<file path="config.mk">
export PLATFORM = sky130hd
export DESIGN_NAME = xalu_ise_arb_flat
export DESIGN_NICKNAME = d
export VERILOG_FILES = /design/src/rtl/xalu_ise_arb_if.sv /design/src/rtl/xalu_ise_arb.sv /design/src/flat_wrapper.sv
export SDC_FILE = /design/constraint.sdc
export NUM_CORES = 1
export LEC_CHECK = 0
export CELL_PAD_IN_SITES_DETAIL_PLACEMENT = 1
export CELL_PAD_IN_SITES_GLOBAL_PLACEMENT = 2
export CORE_AREA = 2 2 253 255
export CTS_BUF_LIST = sky130_fd_sc_hd__clkbuf_16
export CTS_CLUSTER_SIZE = 12
export DETAILED_ROUTE_END_ITERATION = 8
export DIE_AREA = 0 0 255 257
export PLACE_DENSITY = 0.68
export SYNTH_ARGS = -nofsm -noshare
export SYNTH_HDL_FRONTEND = slang
export SYNTH_SLANG_ARGS = --single-unit
</file>
<file path="constraint.sdc">
create_clock -name ise_clk -period 20.2 [get_ports ise_clk]
set_input_delay 6.06 -clock ise_clk [delete_from_list [all_inputs] [get_ports ise_clk]]
set_output_delay 6.06 -clock ise_clk [all_outputs]
set_load 0.02 [all_outputs]
</file>
<file path="src/rtl/xalu_ise_arb_if.sv">
// Requester-side bundle for xalu_ise_arb: one issue handshake carrying an operation
// (fn/imm/in1/in2) and one response handshake returning the result.
//   master : the requester (drives req_val, operation fields, rsp_rdy)
//   slave  : the arbiter   (drives req_rdy, rsp_val, rsp_out, rsp_err)
interface xalu_ise_arb_if #(
  parameter int unsigned XLEN = 64
);
  logic            req_val;
  logic            req_rdy;
  logic [4:0]      fn;
  logic [6:0]      imm;
  logic [XLEN-1:0] in1;
  logic [XLEN-1:0] in2;
  logic            rsp_val;
  logic            rsp_rdy;
  logic [XLEN-1:0] rsp_out;
  logic            rsp_err;

  modport master (
    output req_val, fn, imm, in1, in2, rsp_rdy,
    input  req_rdy, rsp_val, rsp_out, rsp_err
  );

  modport slave (
    input  req_val, fn, imm, in1, in2, rsp_rdy,
    output req_rdy, rsp_val, rsp_out, rsp_err
  );
endinterface

</file>
<file path="src/rtl/xalu_ise_arb.sv">
// Round-robin arbiter sharing one xalu_ise between requester 0 (scalar pipe) and
// requester 1 (key-exchange sequencer). An accepted operation is registered, driven to the
// ALU for exactly one cycle, and its result (or zero + error when the ALU does not
// recognise the encoding) is held on the owner's response port until consumed.
// Ports:
//   ise_clk, ise_rst  clock, asynchronous active-high reset
//   req0, req1        requester bundles (issue + response handshakes)
//   alu_fn/imm/in1/in2/val  registered drive to xalu_ise
//   alu_oval, alu_out       combinational result from xalu_ise
//   ops_done          count of consumed responses (wraps)
//   busy              an operation is in flight or awaiting consumption
module xalu_ise_arb #(
  parameter int unsigned XLEN    = 64,
  parameter bit          RR_INIT = 1'b0,
  parameter int unsigned CNT_W   = 16
) (
  input  logic             ise_clk,
  input  logic             ise_rst,
  xalu_ise_arb_if.slave    req0,
  xalu_ise_arb_if.slave    req1,
  output logic [4:0]       alu_fn,
  output logic [6:0]       alu_imm,
  output logic [XLEN-1:0]  alu_in1,
  output logic [XLEN-1:0]  alu_in2,
  output logic             alu_val,
  input  logic             alu_oval,
  input  logic [XLEN-1:0]  alu_out,
  output logic [CNT_W-1:0] ops_done,
  output logic             busy
);

  typedef enum logic [1:0] {StIdle, StExec, StResp} state_e;

  state_e          state_q;
  logic            prio_q;   // requester that wins a tie
  logic            owner_q;  // requester whose op is in flight
  logic            rsp0_val_q, rsp1_val_q;
  logic            rsp0_err_q, rsp1_err_q;
  logic [XLEN-1:0] rsp0_out_q, rsp1_out_q;
  logic [CNT_W-1:0] ops_done_q;

  logic grant0, grant1;
  logic consume;

  always_comb begin
    grant0 = 1'b0;
    grant1 = 1'b0;
    if (state_q == StIdle) begin
      if (req0.req_val && (!req1.req_val || !prio_q)) begin
        grant0 = 1'b1;
      end else if (req1.req_val) begin
        grant1 = 1'b1;
      end
    end
  end

  assign consume = (state_q == StResp) &&
                   (owner_q ? (rsp1_val_q && req1.rsp_rdy) : (rsp0_val_q && req0.rsp_rdy));

  assign req0.req_rdy = grant0;
  assign req1.req_rdy = grant1;
  assign req0.rsp_val = rsp0_val_q;
  assign req0.rsp_out = rsp0_out_q;
  assign req0.rsp_err = rsp0_err_q;
  assign req1.rsp_val = rsp1_val_q;
  assign req1.rsp_out = rsp1_out_q;
  assign req1.rsp_err = rsp1_err_q;
  assign ops_done     = ops_done_q;
  assign busy         = (state_q != StIdle);

  // The alu_* registers double as the operand latch: loaded on grant, visible during
  // EXEC, cleared when leaving EXEC so the ALU sees zeros whenever it is not in use.
  always_ff @(posedge ise_clk or posedge ise_rst) begin
    if (ise_rst) begin
      state_q    <= StIdle;
      prio_q     <= RR_INIT;
      owner_q    <= 1'b0;
      rsp0_val_q <= 1'b0;
      rsp1_val_q <= 1'b0;
      rsp0_err_q <= 1'b0;
      rsp1_err_q <= 1'b0;
      rsp0_out_q <= '0;
      rsp1_out_q <= '0;
      alu_fn     <= '0;
      alu_imm    <= '0;
      alu_in1    <= '0;
      alu_in2    <= '0;
      alu_val    <= 1'b0;
      ops_done_q <= '0;
    end else begin
      unique case (state_q)
        StIdle: begin
          if (grant0 || grant1) begin
            owner_q <= grant1;
            prio_q  <= ~grant1;
            alu_fn  <= grant1 ? req1.fn  : req0.fn;
            alu_imm <= grant1 ? req1.imm : req0.imm;
            alu_in1 <= grant1 ? req1.in1 : req0.in1;
            alu_in2 <= grant1 ? req1.in2 : req0.in2;
            alu_val <= 1'b1;
            state_q <= StExec;
          end
        end
        StExec: begin
          // Only the owner's response registers change; the other port is left alone.
          if (owner_q) begin
            rsp1_out_q <= alu_oval ? alu_out : '0;
            rsp1_err_q <= ~alu_oval;
            rsp1_val_q <= 1'b1;
          end else begin
            rsp0_out_q <= alu_oval ? alu_out : '0;
            rsp0_err_q <= ~alu_oval;
            rsp0_val_q <= 1'b1;
          end
          alu_fn  <= '0;
          alu_imm <= '0;
          alu_in1 <= '0;
          alu_in2 <= '0;
          alu_val <= 1'b0;
          state_q <= StResp;
        end
        StResp: begin
          if (consume) begin
            ops_done_q <= ops_done_q + CNT_W'(1);
            rsp0_val_q <= 1'b0;
            rsp1_val_q <= 1'b0;
            state_q    <= StIdle;
          end
        end
        default: state_q <= StIdle;
      endcase
    end
  end

endmodule

</file>
<file path="src/flat_wrapper.sv">
// flat-port wrapper written by rule: the top's interface ports become plain ports
module xalu_ise_arb_flat 
#(
  parameter int unsigned XLEN    = 64,
  parameter bit          RR_INIT = 1'b0,
  parameter int unsigned CNT_W   = 16
)
  (ise_clk, ise_rst, alu_fn, alu_imm, alu_in1, alu_in2, alu_val, alu_oval, alu_out, ops_done, busy, req0_req_val, req0_fn, req0_imm, req0_in1, req0_in2, req0_rsp_rdy, req0_req_rdy, req0_rsp_val, req0_rsp_out, req0_rsp_err, req1_req_val, req1_fn, req1_imm, req1_in1, req1_in2, req1_rsp_rdy, req1_req_rdy, req1_rsp_val, req1_rsp_out, req1_rsp_err);
  xalu_ise_arb_if #(.XLEN(XLEN)) req0_i ();
  xalu_ise_arb_if #(.XLEN(XLEN)) req1_i ();
  input  logic ise_clk;
  input  logic ise_rst;
  output logic [4:0] alu_fn;
  output logic [6:0] alu_imm;
  output logic [XLEN-1:0] alu_in1;
  output logic [XLEN-1:0] alu_in2;
  output logic alu_val;
  input  logic alu_oval;
  input  logic [XLEN-1:0] alu_out;
  output logic [CNT_W-1:0] ops_done;
  output logic busy;
  input wire logic [$bits(req0_i.req_val)-1:0] req0_req_val;
  input wire logic [$bits(req0_i.fn)-1:0] req0_fn;
  input wire logic [$bits(req0_i.imm)-1:0] req0_imm;
  input wire logic [$bits(req0_i.in1)-1:0] req0_in1;
  input wire logic [$bits(req0_i.in2)-1:0] req0_in2;
  input wire logic [$bits(req0_i.rsp_rdy)-1:0] req0_rsp_rdy;
  output wire logic [$bits(req0_i.req_rdy)-1:0] req0_req_rdy;
  output wire logic [$bits(req0_i.rsp_val)-1:0] req0_rsp_val;
  output wire logic [$bits(req0_i.rsp_out)-1:0] req0_rsp_out;
  output wire logic [$bits(req0_i.rsp_err)-1:0] req0_rsp_err;
  input wire logic [$bits(req1_i.req_val)-1:0] req1_req_val;
  input wire logic [$bits(req1_i.fn)-1:0] req1_fn;
  input wire logic [$bits(req1_i.imm)-1:0] req1_imm;
  input wire logic [$bits(req1_i.in1)-1:0] req1_in1;
  input wire logic [$bits(req1_i.in2)-1:0] req1_in2;
  input wire logic [$bits(req1_i.rsp_rdy)-1:0] req1_rsp_rdy;
  output wire logic [$bits(req1_i.req_rdy)-1:0] req1_req_rdy;
  output wire logic [$bits(req1_i.rsp_val)-1:0] req1_rsp_val;
  output wire logic [$bits(req1_i.rsp_out)-1:0] req1_rsp_out;
  output wire logic [$bits(req1_i.rsp_err)-1:0] req1_rsp_err;
  assign req0_i.req_val = req0_req_val;
  assign req0_i.fn = req0_fn;
  assign req0_i.imm = req0_imm;
  assign req0_i.in1 = req0_in1;
  assign req0_i.in2 = req0_in2;
  assign req0_i.rsp_rdy = req0_rsp_rdy;
  assign req0_req_rdy = req0_i.req_rdy;
  assign req0_rsp_val = req0_i.rsp_val;
  assign req0_rsp_out = req0_i.rsp_out;
  assign req0_rsp_err = req0_i.rsp_err;
  assign req1_i.req_val = req1_req_val;
  assign req1_i.fn = req1_fn;
  assign req1_i.imm = req1_imm;
  assign req1_i.in1 = req1_in1;
  assign req1_i.in2 = req1_in2;
  assign req1_i.rsp_rdy = req1_rsp_rdy;
  assign req1_req_rdy = req1_i.req_rdy;
  assign req1_rsp_val = req1_i.rsp_val;
  assign req1_rsp_out = req1_i.rsp_out;
  assign req1_rsp_err = req1_i.rsp_err;
  xalu_ise_arb #(.XLEN(XLEN), .RR_INIT(RR_INIT), .CNT_W(CNT_W)) u_core (.ise_clk(ise_clk), .ise_rst(ise_rst), .req0(req0_i), .req1(req1_i), .alu_fn(alu_fn), .alu_imm(alu_imm), .alu_in1(alu_in1), .alu_in2(alu_in2), .alu_val(alu_val), .alu_oval(alu_oval), .alu_out(alu_out), .ops_done(ops_done), .busy(busy));
endmodule
</file>
==> report_table.html, run 1 <==
<table>
<tr><th>Metric</th><th>Value</th></tr>
<tr><th colspan="2">Die</th></tr>
<tr><td>Area enclosed by the die boundary</td><td>~66000 um^2</td></tr>
<tr><td>Core box area</td><td>between 60000 and 70000 um^2</td></tr>
<tr><td>Floorplan die height</td><td>between 200 and 300 um</td></tr>
<tr><td>Num rows</td><td>92</td></tr>
<tr><td>Num ports</td><td>~640</td></tr>
<tr><td>Initial standard-cell utilization of the core</td><td>between 10% and 20%</td></tr>
<tr><td>DIE WIDTH</td><td>between 200 and 300 um</td></tr>
<tr><th colspan="2">Detailed routing</th></tr>
<tr><td>Number of remaining DRC errors</td><td>0</td></tr>
<tr><td>Overall via count from detail_route</td><td>10.9k</td></tr>
<tr><td>Violation count after the first detailed-route iteration</td><td>398</td></tr>
<tr><td>Number of nets with antenna violations after routing</td><td>0</td></tr>
<tr><td>Number of iterations in the first detailed-routing pass</td><td>4</td></tr>
<tr><td>Average routed wire per standard cell</td><td>21.5 um</td></tr>
<tr><td>Via-to-Cell Ratio</td><td>approximately 4.3</td></tr>
<tr><td>Total Wirelength</td><td>roughly 55000 um</td></tr>
<tr><th colspan="2">Placed design</th></tr>
<tr><td>PortBufs</td><td>~640</td></tr>
<tr><td>Post-DP HPWL</td><td>40900 um</td></tr>
<tr><td>Final weighted congestion of routability-driven global placement</td><td>between 0.7 and 0.8</td></tr>
<tr><td>Cell Count Post-Placement</td><td>approximately 2.5k</td></tr>
<tr><td>Placement-stage cell area</td><td>about 20000 um^2</td></tr>
<tr><th colspan="2">Timing</th></tr>
<tr><td>Number of hold violations in the final report</td><td>0</td></tr>
<tr><td>Maximum clock skew at final layout</td><td>0.0159 ns</td></tr>
<tr><td>Slew Viols, Final</td><td>0</td></tr>
<tr><td>Final clock period utilization by the worst path</td><td>approximately 69%</td></tr>
<tr><td>Slew at the pin with the worst max-slew slack</td><td>~1.1 ns</td></tr>
<tr><td>Setup Total Neg Slack</td><td>0 ns</td></tr>
<tr><td>Remaining max-slew budget at the tightest pin</td><td>around 29%</td></tr>
<tr><td>Setup repair after global routing missed its margin</td><td>no</td></tr>
<tr><td>Final period demand of the worst path</td><td>around 14 ns</td></tr>
<tr><td>Max Clock Freq</td><td>71.6 MHz</td></tr>
<tr><td>Setup-failing EPs final</td><td>0</td></tr>
<tr><th colspan="2">Worst setup path</th></tr>
<tr><td>CP Launch Type</td><td>input port</td></tr>
<tr><td>Top fanout value on the critical path</td><td>3</td></tr>
<tr><td>Cell at the slowest stage of the critical path</td><td>sky130_fd_sc_hd__clkdlybuf4s50_1</td></tr>
<tr><td>Data arrival at the endpoint of the critical path</td><td>about 7.9 ns</td></tr>
<tr><td>Required time of the critical path</td><td>between 10 and 15 ns</td></tr>
<tr><td>Top cell by count, worst path</td><td>sky130_fd_sc_hd__clkdlybuf4s50_1</td></tr>
<tr><td>Worst setup EP type</td><td>primary output</td></tr>
<tr><td>Critical Path, Cell by Cell</td><td>clkdlybuf4s50_1 &gt; inv_1 &gt; a211oi_1 &gt; clkdlybuf4s50_1</td></tr>
<tr><td>Maximum cell stage delay along the critical path</td><td>between 0.8 and 0.9 ns</td></tr>
<tr><td>Startpoint-to-endpoint class of the critical path</td><td>in -&gt; out</td></tr>
<tr><th colspan="2">Yosys</th></tr>
<tr><td>Area of the mapped netlist</td><td>12300 um^2</td></tr>
<tr><td>Post-synthesis sequential element count</td><td>around 290</td></tr>
<tr><td>YS warnings</td><td>0</td></tr>
<tr><td>Number of instances in the synthesized netlist</td><td>roughly 1.1k</td></tr>
<tr><td>Share of the synthesized area in the top cell type</td><td>between 50% and 60%</td></tr>
<tr><td>Main combinational cell family by area after synthesis</td><td>compound AO/OA/AOI/OAI gates</td></tr>
<tr><td>Fraction of the mapped netlist area in compound gates</td><td>16.2%</td></tr>
<tr><td>Largest area contributor in the netlist</td><td>sky130_fd_sc_hd__dfrtp_1</td></tr>
<tr><td>Proportion of synthesized chip area in sequential cells</td><td>between 50% and 60%</td></tr>
<tr><td>Number of distinct library cell variants in the gate-level netlist after synthesis</td><td>29</td></tr>
<tr><td>Synth Net Count</td><td>between 1k and 1.5k</td></tr>
<tr><td>Ranking of synthesized cells by area</td><td>sky130_fd_sc_hd__dfrtp_1 (60%), sky130_fd_sc_hd__mux2i_1 (12%), sky130_fd_sc_hd__o2bb2ai_1 (10%), sky130_fd_sc_hd__nand2_1 (6.3%), sky130_fd_sc_hd__o21ai_0 (5.4%)</td></tr>
<tr><td>Post-synthesis share of cell area spent on and, or, nand and nor gates</td><td>under 10%</td></tr>
<tr><td>Adder-cell share of the synthesized area</td><td>less than 1%</td></tr>
<tr><td>Mux cell area share after synthesis</td><td>11.8%</td></tr>
<tr><td>Xor and xnor area share after synthesis</td><td>under 10%</td></tr>
<tr><td>Avg Synthesized Cell Area</td><td>around 12 um^2</td></tr>
<tr><th colspan="2">Final layout</th></tr>
<tr><td>Final layout net count</td><td>2025</td></tr>
<tr><td>Leading cell types in the layout, fill and taps excluded</td><td>sky130_fd_sc_hd__clkdlybuf4s50_1 (641), sky130_fd_sc_hd__dfrtp_1 (293), sky130_fd_sc_hd__nand2_1 (205), sky130_fd_sc_hd__mux2i_1 (142), sky130_fd_sc_hd__o2bb2ai_1 (141)</td></tr>
<tr><td>Layout filler cell count</td><td>around 7.0k</td></tr>
<tr><td>Final non-filler cell area</td><td>between 20000 and 25000 um^2</td></tr>
<tr><td>Fraction of layout instances using a drive strength above 1</td><td>4.36%</td></tr>
<tr><td>Area added between synthesis and finish</td><td>68.7%</td></tr>
<tr><td>Number of standard cells in the final layout excluding fillers</td><td>between 2k and 3k</td></tr>
<tr><td>Most common cell after layout, fill and taps aside</td><td>sky130_fd_sc_hd__clkdlybuf4s50_1</td></tr>
<tr><th colspan="2">Clock network</th></tr>
<tr><td>Clock tree from TritonCTS</td><td>yes</td></tr>
<tr><td>Number of buffers inserted by post-CTS setup repair</td><td>0</td></tr>
<tr><td>CTS-repair resized insts</td><td>0</td></tr>
<tr><td>Sink Count</td><td>around 300</td></tr>
<tr><td>Number of buffers added to fix hold violations after cts</td><td>0</td></tr>
<tr><td>Clock buffer depth</td><td>3</td></tr>
<tr><td>Number of clock buffers inserted by TritonCTS</td><td>38</td></tr>
<tr><td>H-tree lvl count</td><td>2</td></tr>
<tr><td>CTS root buf</td><td>sky130_fd_sc_hd__clkbuf_16</td></tr>
<tr><td>Clk pin slew, worst setup/hold paths</td><td>~0.05 ns</td></tr>
<tr><td>Worst-Skew Late Latency</td><td>0.54 ns</td></tr>
<tr><th colspan="2">Power and ir drop</th></tr>
<tr><td>Share of total power in sequential cells</td><td>31.2%</td></tr>
<tr><td>Switching part of the total power</td><td>around two fifths</td></tr>
<tr><td>PD cells</td><td>approximately 140 nW/um^2</td></tr>
<tr><td>Switching power summed over all nets</td><td>around 1.2 mW</td></tr>
<tr><td>Share of total power in combinational logic</td><td>about 47%</td></tr>
<tr><td>Internal power</td><td>1.78 mW</td></tr>
<tr><td>Clk network pwr share</td><td>21.7%</td></tr>
<tr><td>Worst vdd rail ir drop</td><td>0.0737 mV</td></tr>
<tr><td>Leak pwr</td><td>between 9 and 10 nW</td></tr>
<tr><td>Total power draw</td><td>roughly 3.0 mW</td></tr>
<tr><th colspan="2">Global route</th></tr>
<tr><td>Remaining global-route overflow</td><td>0</td></tr>
<tr><td>Global-route wire length before repair</td><td>79800 um</td></tr>
<tr><td>Largest net degree at the start of global routing</td><td>about 110</td></tr>
<tr><td>Number of antenna violations at the first check in global routing</td><td>27</td></tr>
<tr><td>Total GRT Usage</td><td>16.3%</td></tr>
<tr><td>Number of global-route vias before repair</td><td>about 12k</td></tr>
<tr><th colspan="2">Worst hold path</th></tr>
<tr><td>Worst hold path type</td><td>reg -&gt; reg</td></tr>
<tr><th colspan="2">Status</th></tr>
<tr><td>Outcome</td><td>finished clean</td></tr>
<tr><th colspan="2">Flow run</th></tr>
<tr><td>Maximum capacitance violations</td><td>0</td></tr>
</table>
-- worst max-delay path: cells and delay by family --
family	cells	cell delay, ns
buffers and inverters	3	1.43
AO/OA/AOI/OAI	1	0.40
-- logic make-up after synthesis --
family,Yosys count
mux,144
compound gates,282
fa+ha+maj,5
simple gates,228
buf+inv,91
xor+xnor,15
flops,293
-- final timing paths --
kind | from | depth (start not counted) | slack (ns) | endpoint
hold / removal | u_core.ops_done[15] | 1 | 0.48 | u_core.ops_done[15]
setup reg to reg | u_core.state_q[0] | 6 | 17.31 | u_core.alu_imm[6]
hold reg to reg | u_core.ops_done[15] | 1 | 0.48 | u_core.ops_done[15]
max in group asynchronous | ise_rst | 3 | 12.61 | u_core.alu_in1[33]
setup / recovery | req0_req_val | 4 | 6.23 | req0_req_rdy
min in group asynchronous | ise_rst | 2 | 6.02 | u_core.alu_in2[15]
-- power groups by stage --
stage               sequential, mW  clock (mW)  combinational [mW]
finish                       0.924       0.642                1.39
global route                 0.955       0.700                1.51
CTS                          0.928       0.676                1.43
detailed placement           0.932           0                1.42
global placement             0.923           0                1.41
floorplan                     1.17           0               0.475
-- metal layers --
layer	global-route usage [%]	share of wire, %	vias to the layer above
met5	0	0.20	-
met4	5.25	2.3	16
met2	28.1	49	410
li1	-	-	5006
met1	17.3	37	5375
met3	8.05	11	87
-- final cells by class --
| cell class | count | area [um^2] | area share [%] |
|---|---|---|---|
| clock buffers | 39 | 976 | 4.71 |
| flip-flops and latches | 293 | 7330 | 35.4 |
| multi-input cells | 674 | 4580 | 22.1 |
| repair buffers | 653 | 6520 | 31.5 |
| clock inverters | 29 | 184 | 0.888 |
| well taps | 846 | 1060 | 5.11 |
| diodes | 12 | 30.0 | 0.145 |
| inverters | 9 | 41.3 | 0.199 |
-- flip-flops by register name, summed over array words and instances, names as in the netlist, 2 cells and up --
signal / flops
u_core.alu_imm: 7
u_core.alu_fn: 5
u_core.alu_in1: 64
u_core.req1.rsp_out: 64
u_core.state_q: 2
u_core.alu_in2: 64
u_core.ops_done: 16
u_core.req0.rsp_out: 64
-- cells in the mapped netlist --
master / number
sky130_fd_sc_hd__buf_2: 21
sky130_fd_sc_hd__xnor2_1: 11
sky130_fd_sc_hd__nor2_1: 2
sky130_fd_sc_hd__a31oi_1: 1
sky130_fd_sc_hd__a21o_1: 1
sky130_fd_sc_hd__and4_1: 4
sky130_fd_sc_hd__o211ai_1: 1
sky130_fd_sc_hd__a211oi_1: 1
sky130_fd_sc_hd__dfrtp_1: 293
sky130_fd_sc_hd__nand2_1: 207
sky130_fd_sc_hd__o21ai_0: 132
sky130_fd_sc_hd__ha_1: 5
sky130_fd_sc_hd__buf_4: 7
sky130_fd_sc_hd__nand3_1: 8
sky130_fd_sc_hd__nand4_2: 1
sky130_fd_sc_hd__xor2_1: 4
sky130_fd_sc_hd__a2111oi_4: 2
sky130_fd_sc_hd__o21ai_1: 1
sky130_fd_sc_hd__nand3b_1: 1
sky130_fd_sc_hd__mux2_2: 2
sky130_fd_sc_hd__or2_2: 1
sky130_fd_sc_hd__clkbuf_1: 49
sky130_fd_sc_hd__mux2i_1: 142
sky130_fd_sc_hd__a21oi_1: 2
sky130_fd_sc_hd__o2bb2ai_1: 141
sky130_fd_sc_hd__nand4_1: 3
sky130_fd_sc_hd__buf_1: 5
sky130_fd_sc_hd__inv_1: 9
sky130_fd_sc_hd__nand4b_2: 1
-- through the flow --
stage               worst slack [ns]  hold WS, ns  util (%)
detailed placement              6.20        0.465      31.1
finish                          6.23        0.475      33.0
floorplan                       6.05        0.473         -
global route                    6.11        0.499      33.0
global placement                6.17        0.460      31.1
CTS                             6.19        0.477      33.0
No activity file was read; power rests on OpenSTA's default activity.
==> inputs of run 2 (changes only) <==
--- a/config.mk
+++ b/config.mk
@@ -12,7 +12,7 @@
 export CTS_CLUSTER_SIZE = 12
 export DETAILED_ROUTE_END_ITERATION = 8
 export DIE_AREA = 0 0 255 257
-export PLACE_DENSITY = 0.68
+export PLACE_DENSITY = 0.71
 export SYNTH_ARGS = -nofsm -noshare
 export SYNTH_HDL_FRONTEND = slang
 export SYNTH_SLANG_ARGS = --single-unit
==> constraint.sdc (replaced) <==
create_clock -name ise_clk -period 12 [get_ports ise_clk]
set_input_delay 3.6 -clock ise_clk [delete_from_list [all_inputs] [get_ports ise_clk]]
set_output_delay 3.6 -clock ise_clk [all_outputs]
set_load 0.02 [all_outputs]
==> report_table.html, run 2 (synthesis gave the netlist of run 1 again) <==
<table>
<tr><th>Metric</th><th>Value</th></tr>
<tr><th colspan="2">Worst setup path</th></tr>
<tr><td>CP Launch Type</td><td>input port</td></tr>
<tr><td>Worst setup EP type</td><td>primary output</td></tr>
<tr><td>Top fanout value on the critical path</td><td>3</td></tr>
<tr><td>Top cell by count, worst path</td><td>sky130_fd_sc_hd__clkdlybuf4s50_1</td></tr>
<tr><td>Maximum cell stage delay along the critical path</td><td>slightly below 0.9 ns</td></tr>
<tr><td>Data arrival at the endpoint of the critical path</td><td>roughly 5.5 ns</td></tr>
<tr><td>Required time of the critical path</td><td>around 8.4 ns</td></tr>
<tr><td>Startpoint-to-endpoint class of the critical path</td><td>in -&gt; out</td></tr>
<tr><td>Critical Path, Cell by Cell</td><td>clkdlybuf4s50_1 &gt; inv_1 &gt; a211oi_1 &gt; clkdlybuf4s50_1</td></tr>
<tr><td>Cell at the slowest stage of the critical path</td><td>sky130_fd_sc_hd__clkdlybuf4s50_1</td></tr>
<tr><th colspan="2">Global route</th></tr>
<tr><td>Number of global-route vias before repair</td><td>around 12k</td></tr>
<tr><td>Remaining global-route overflow</td><td>0</td></tr>
<tr><td>Largest net degree at the start of global routing</td><td>106</td></tr>
<tr><td>Total GRT Usage</td><td>between 15 and 20%</td></tr>
<tr><td>Number of antenna violations at the first check in global routing</td><td>20</td></tr>
<tr><td>Global-route wire length before repair</td><td>just under 80000 um</td></tr>
<tr><th colspan="2">Timing</th></tr>
<tr><td>Max Clock Freq</td><td>between 100 and 150 MHz</td></tr>
<tr><td>Remaining max-slew budget at the tightest pin</td><td>approximately 30%</td></tr>
<tr><td>Final period demand of the worst path</td><td>~9 ns</td></tr>
<tr><td>Setup Total Neg Slack</td><td>0 ns</td></tr>
<tr><td>Final clock period utilization by the worst path</td><td>75.7%</td></tr>
<tr><td>Slew Viols, Final</td><td>0</td></tr>
<tr><td>Number of hold violations in the final report</td><td>0</td></tr>
<tr><td>Setup repair after global routing missed its margin</td><td>no</td></tr>
<tr><td>Slew at the pin with the worst max-slew slack</td><td>~1.1 ns</td></tr>
<tr><td>Maximum clock skew at final layout</td><td>0.0306 ns</td></tr>
<tr><td>Setup-failing EPs final</td><td>0</td></tr>
<tr><th colspan="2">Detailed routing</th></tr>
<tr><td>Number of iterations in the first detailed-routing pass</td><td>4</td></tr>
<tr><td>Violation count after the first detailed-route iteration</td><td>about 440</td></tr>
<tr><td>Total Wirelength</td><td>53000 um</td></tr>
<tr><td>Number of remaining DRC errors</td><td>0</td></tr>
<tr><td>Number of nets with antenna violations after routing</td><td>0</td></tr>
<tr><td>Average routed wire per standard cell</td><td>between 20 and 25 um</td></tr>
<tr><td>Via-to-Cell Ratio</td><td>between 4 and 5</td></tr>
<tr><td>Overall via count from detail_route</td><td>10.8k</td></tr>
<tr><th colspan="2">Power and ir drop</th></tr>
<tr><td>Switching part of the total power</td><td>roughly 40%</td></tr>
<tr><td>Clk network pwr share</td><td>between 20% and 30%</td></tr>
<tr><td>Total power draw</td><td>4.99 mW</td></tr>
<tr><td>Share of total power in combinational logic</td><td>a little under half</td></tr>
<tr><td>Internal power</td><td>between 3 and 4 mW</td></tr>
<tr><td>Leak pwr</td><td>a little over 9 nW</td></tr>
<tr><td>Switching power summed over all nets</td><td>between 1.5 and 2 mW</td></tr>
<tr><td>Share of total power in sequential cells</td><td>31.2%</td></tr>
<tr><td>PD cells</td><td>241 nW/um^2</td></tr>
<tr><td>Worst vdd rail ir drop</td><td>about 0.13 mV</td></tr>
<tr><th colspan="2">Flow run</th></tr>
<tr><td>Maximum capacitance violations</td><td>0</td></tr>
<tr><th colspan="2">Placed design</th></tr>
<tr><td>Placement-stage cell area</td><td>slightly below 20000 um^2</td></tr>
<tr><td>Final weighted congestion of routability-driven global placement</td><td>between 0.7 and 0.8</td></tr>
<tr><td>PortBufs</td><td>about 640</td></tr>
<tr><td>Post-DP HPWL</td><td>around 39000 um</td></tr>
<tr><th colspan="2">Die</th></tr>
<tr><td>Area enclosed by the die boundary</td><td>65500 um^2</td></tr>
<tr><td>Initial standard-cell utilization of the core</td><td>between 10% and 20%</td></tr>
<tr><td>Core box area</td><td>62700 um^2</td></tr>
<tr><td>DIE WIDTH</td><td>between 200 and 300 um</td></tr>
<tr><td>Num ports</td><td>643</td></tr>
<tr><td>Floorplan die height</td><td>roughly 260 um</td></tr>
<tr><td>Num rows</td><td>92</td></tr>
<tr><th colspan="2">Clock network</th></tr>
<tr><td>CTS-repair resized insts</td><td>0</td></tr>
<tr><td>Clk pin slew, worst setup/hold paths</td><td>around 0.05 ns</td></tr>
<tr><td>Clock tree from TritonCTS</td><td>yes</td></tr>
<tr><td>CTS root buf</td><td>sky130_fd_sc_hd__clkbuf_16</td></tr>
<tr><td>Worst-Skew Late Latency</td><td>between 0.5 and 0.6 ns</td></tr>
<tr><td>Sink Count</td><td>293</td></tr>
<tr><td>Number of buffers inserted by post-CTS setup repair</td><td>0</td></tr>
<tr><td>Number of buffers added to fix hold violations after cts</td><td>0</td></tr>
<tr><td>Number of clock buffers inserted by TritonCTS</td><td>39</td></tr>
<tr><td>H-tree lvl count</td><td>2</td></tr>
<tr><td>Clock buffer depth</td><td>3</td></tr>
<tr><th colspan="2">Final layout</th></tr>
<tr><td>Leading cell types in the layout, fill and taps excluded</td><td>sky130_fd_sc_hd__clkdlybuf4s50_1 (641), sky130_fd_sc_hd__dfrtp_1 (293), sky130_fd_sc_hd__nand2_1 (205), sky130_fd_sc_hd__mux2i_1 (142), sky130_fd_sc_hd__o2bb2ai_1 (141)</td></tr>
<tr><td>Final layout net count</td><td>between 2k and 2.5k</td></tr>
<tr><td>Final non-filler cell area</td><td>20700 um^2</td></tr>
<tr><td>Area added between synthesis and finish</td><td>68.8%</td></tr>
<tr><td>Most common cell after layout, fill and taps aside</td><td>sky130_fd_sc_hd__clkdlybuf4s50_1</td></tr>
<tr><td>Fraction of layout instances using a drive strength above 1</td><td>4.30%</td></tr>
<tr><th colspan="2">Worst hold path</th></tr>
<tr><td>Worst hold path type</td><td>reg -&gt; reg</td></tr>
<tr><th colspan="2">Status</th></tr>
<tr><td>Outcome</td><td>finished clean</td></tr>
</table>
## run 2: changes by cell type in the layout (fill, tap and decap cells not counted), moves of 2 or more
cell	change
sky130_fd_sc_hd__inv_1	+5
sky130_fd_sc_hd__clkinv_2	-3
sky130_fd_sc_hd__buf_4	+2
sky130_fd_sc_hd__diode_2	-9
sky130_fd_sc_hd__clkinv_1	-2
## run 2: layout make-up
class	count	area, um^2
inverter	9	41.3
tap	846	1060
antenna	3	7.51
multi-input combinational	674	4580
timing repair buffer	654	6510
sequential	293	7330
clock inverter	29	189
fill	6950	42000
clock buffer	40	1000
## run 2: worst max-delay path: cells and delay by family
kind                   cells  cell delay [ns]
AO/OA/AOI/OAI              1             0.40
buffers and inverters      3             1.47
## run 2: metrics by stage
step                utilization, %  hold WS (ns)  std cells  setup slack [ns]
finish                        33.0         0.473       2548              2.92
global route                  33.0         0.498       2546              2.74
CTS                           33.0         0.481       2545              2.83
detailed placement            31.1         0.470       2476              2.84
global placement              31.1         0.460       2476              2.87
floorplan                        -         0.473       1058             0.309
## run 2: power by group through the flow
stage / combinational (mW) / sequential (mW) / clock (mW)
floorplan: 0.799 / 1.97 / 0
global placement: 2.35 / 1.55 / 0
detailed placement: 2.38 / 1.57 / 0
CTS: 2.38 / 1.56 / 1.15
global route: 2.52 / 1.61 / 1.19
finish: 2.33 / 1.56 / 1.10
## run 2: metal layers
metal / share of wire [%] / up-vias / GRT usage, % / routed length (um)
li1: - / 5008 / - / -
met4: 2.1 / 20 / 3.91 / 1130
met1: 36 / 5285 / 16.8 / 19200
met2: 50 / 395 / 27.5 / 26400
met3: 12 / 81 / 7.49 / 6120
met5: 0.25 / - / 0 / 134
## run 2: path summary, 6_finish.rpt
path | from | to | slack, ns | depth (start not counted)
worst max-delay path | req0_req_val | req0_req_rdy | 2.92 | 4
worst min-delay path | u_core.ops_done[15] | u_core.ops_done[15] | 0.47 | 1
worst max register to register | u_core.state_q[0] | u_core.alu_in1[29] | 8.88 | 7
worst min register to register | u_core.ops_done[15] | u_core.ops_done[15] | 0.47 | 1
max in group asynchronous | ise_rst | u_core.alu_in1[37] | 6.92 | 3
min in group asynchronous | ise_rst | u_core.req1.rsp_out[39] | 3.58 | 2
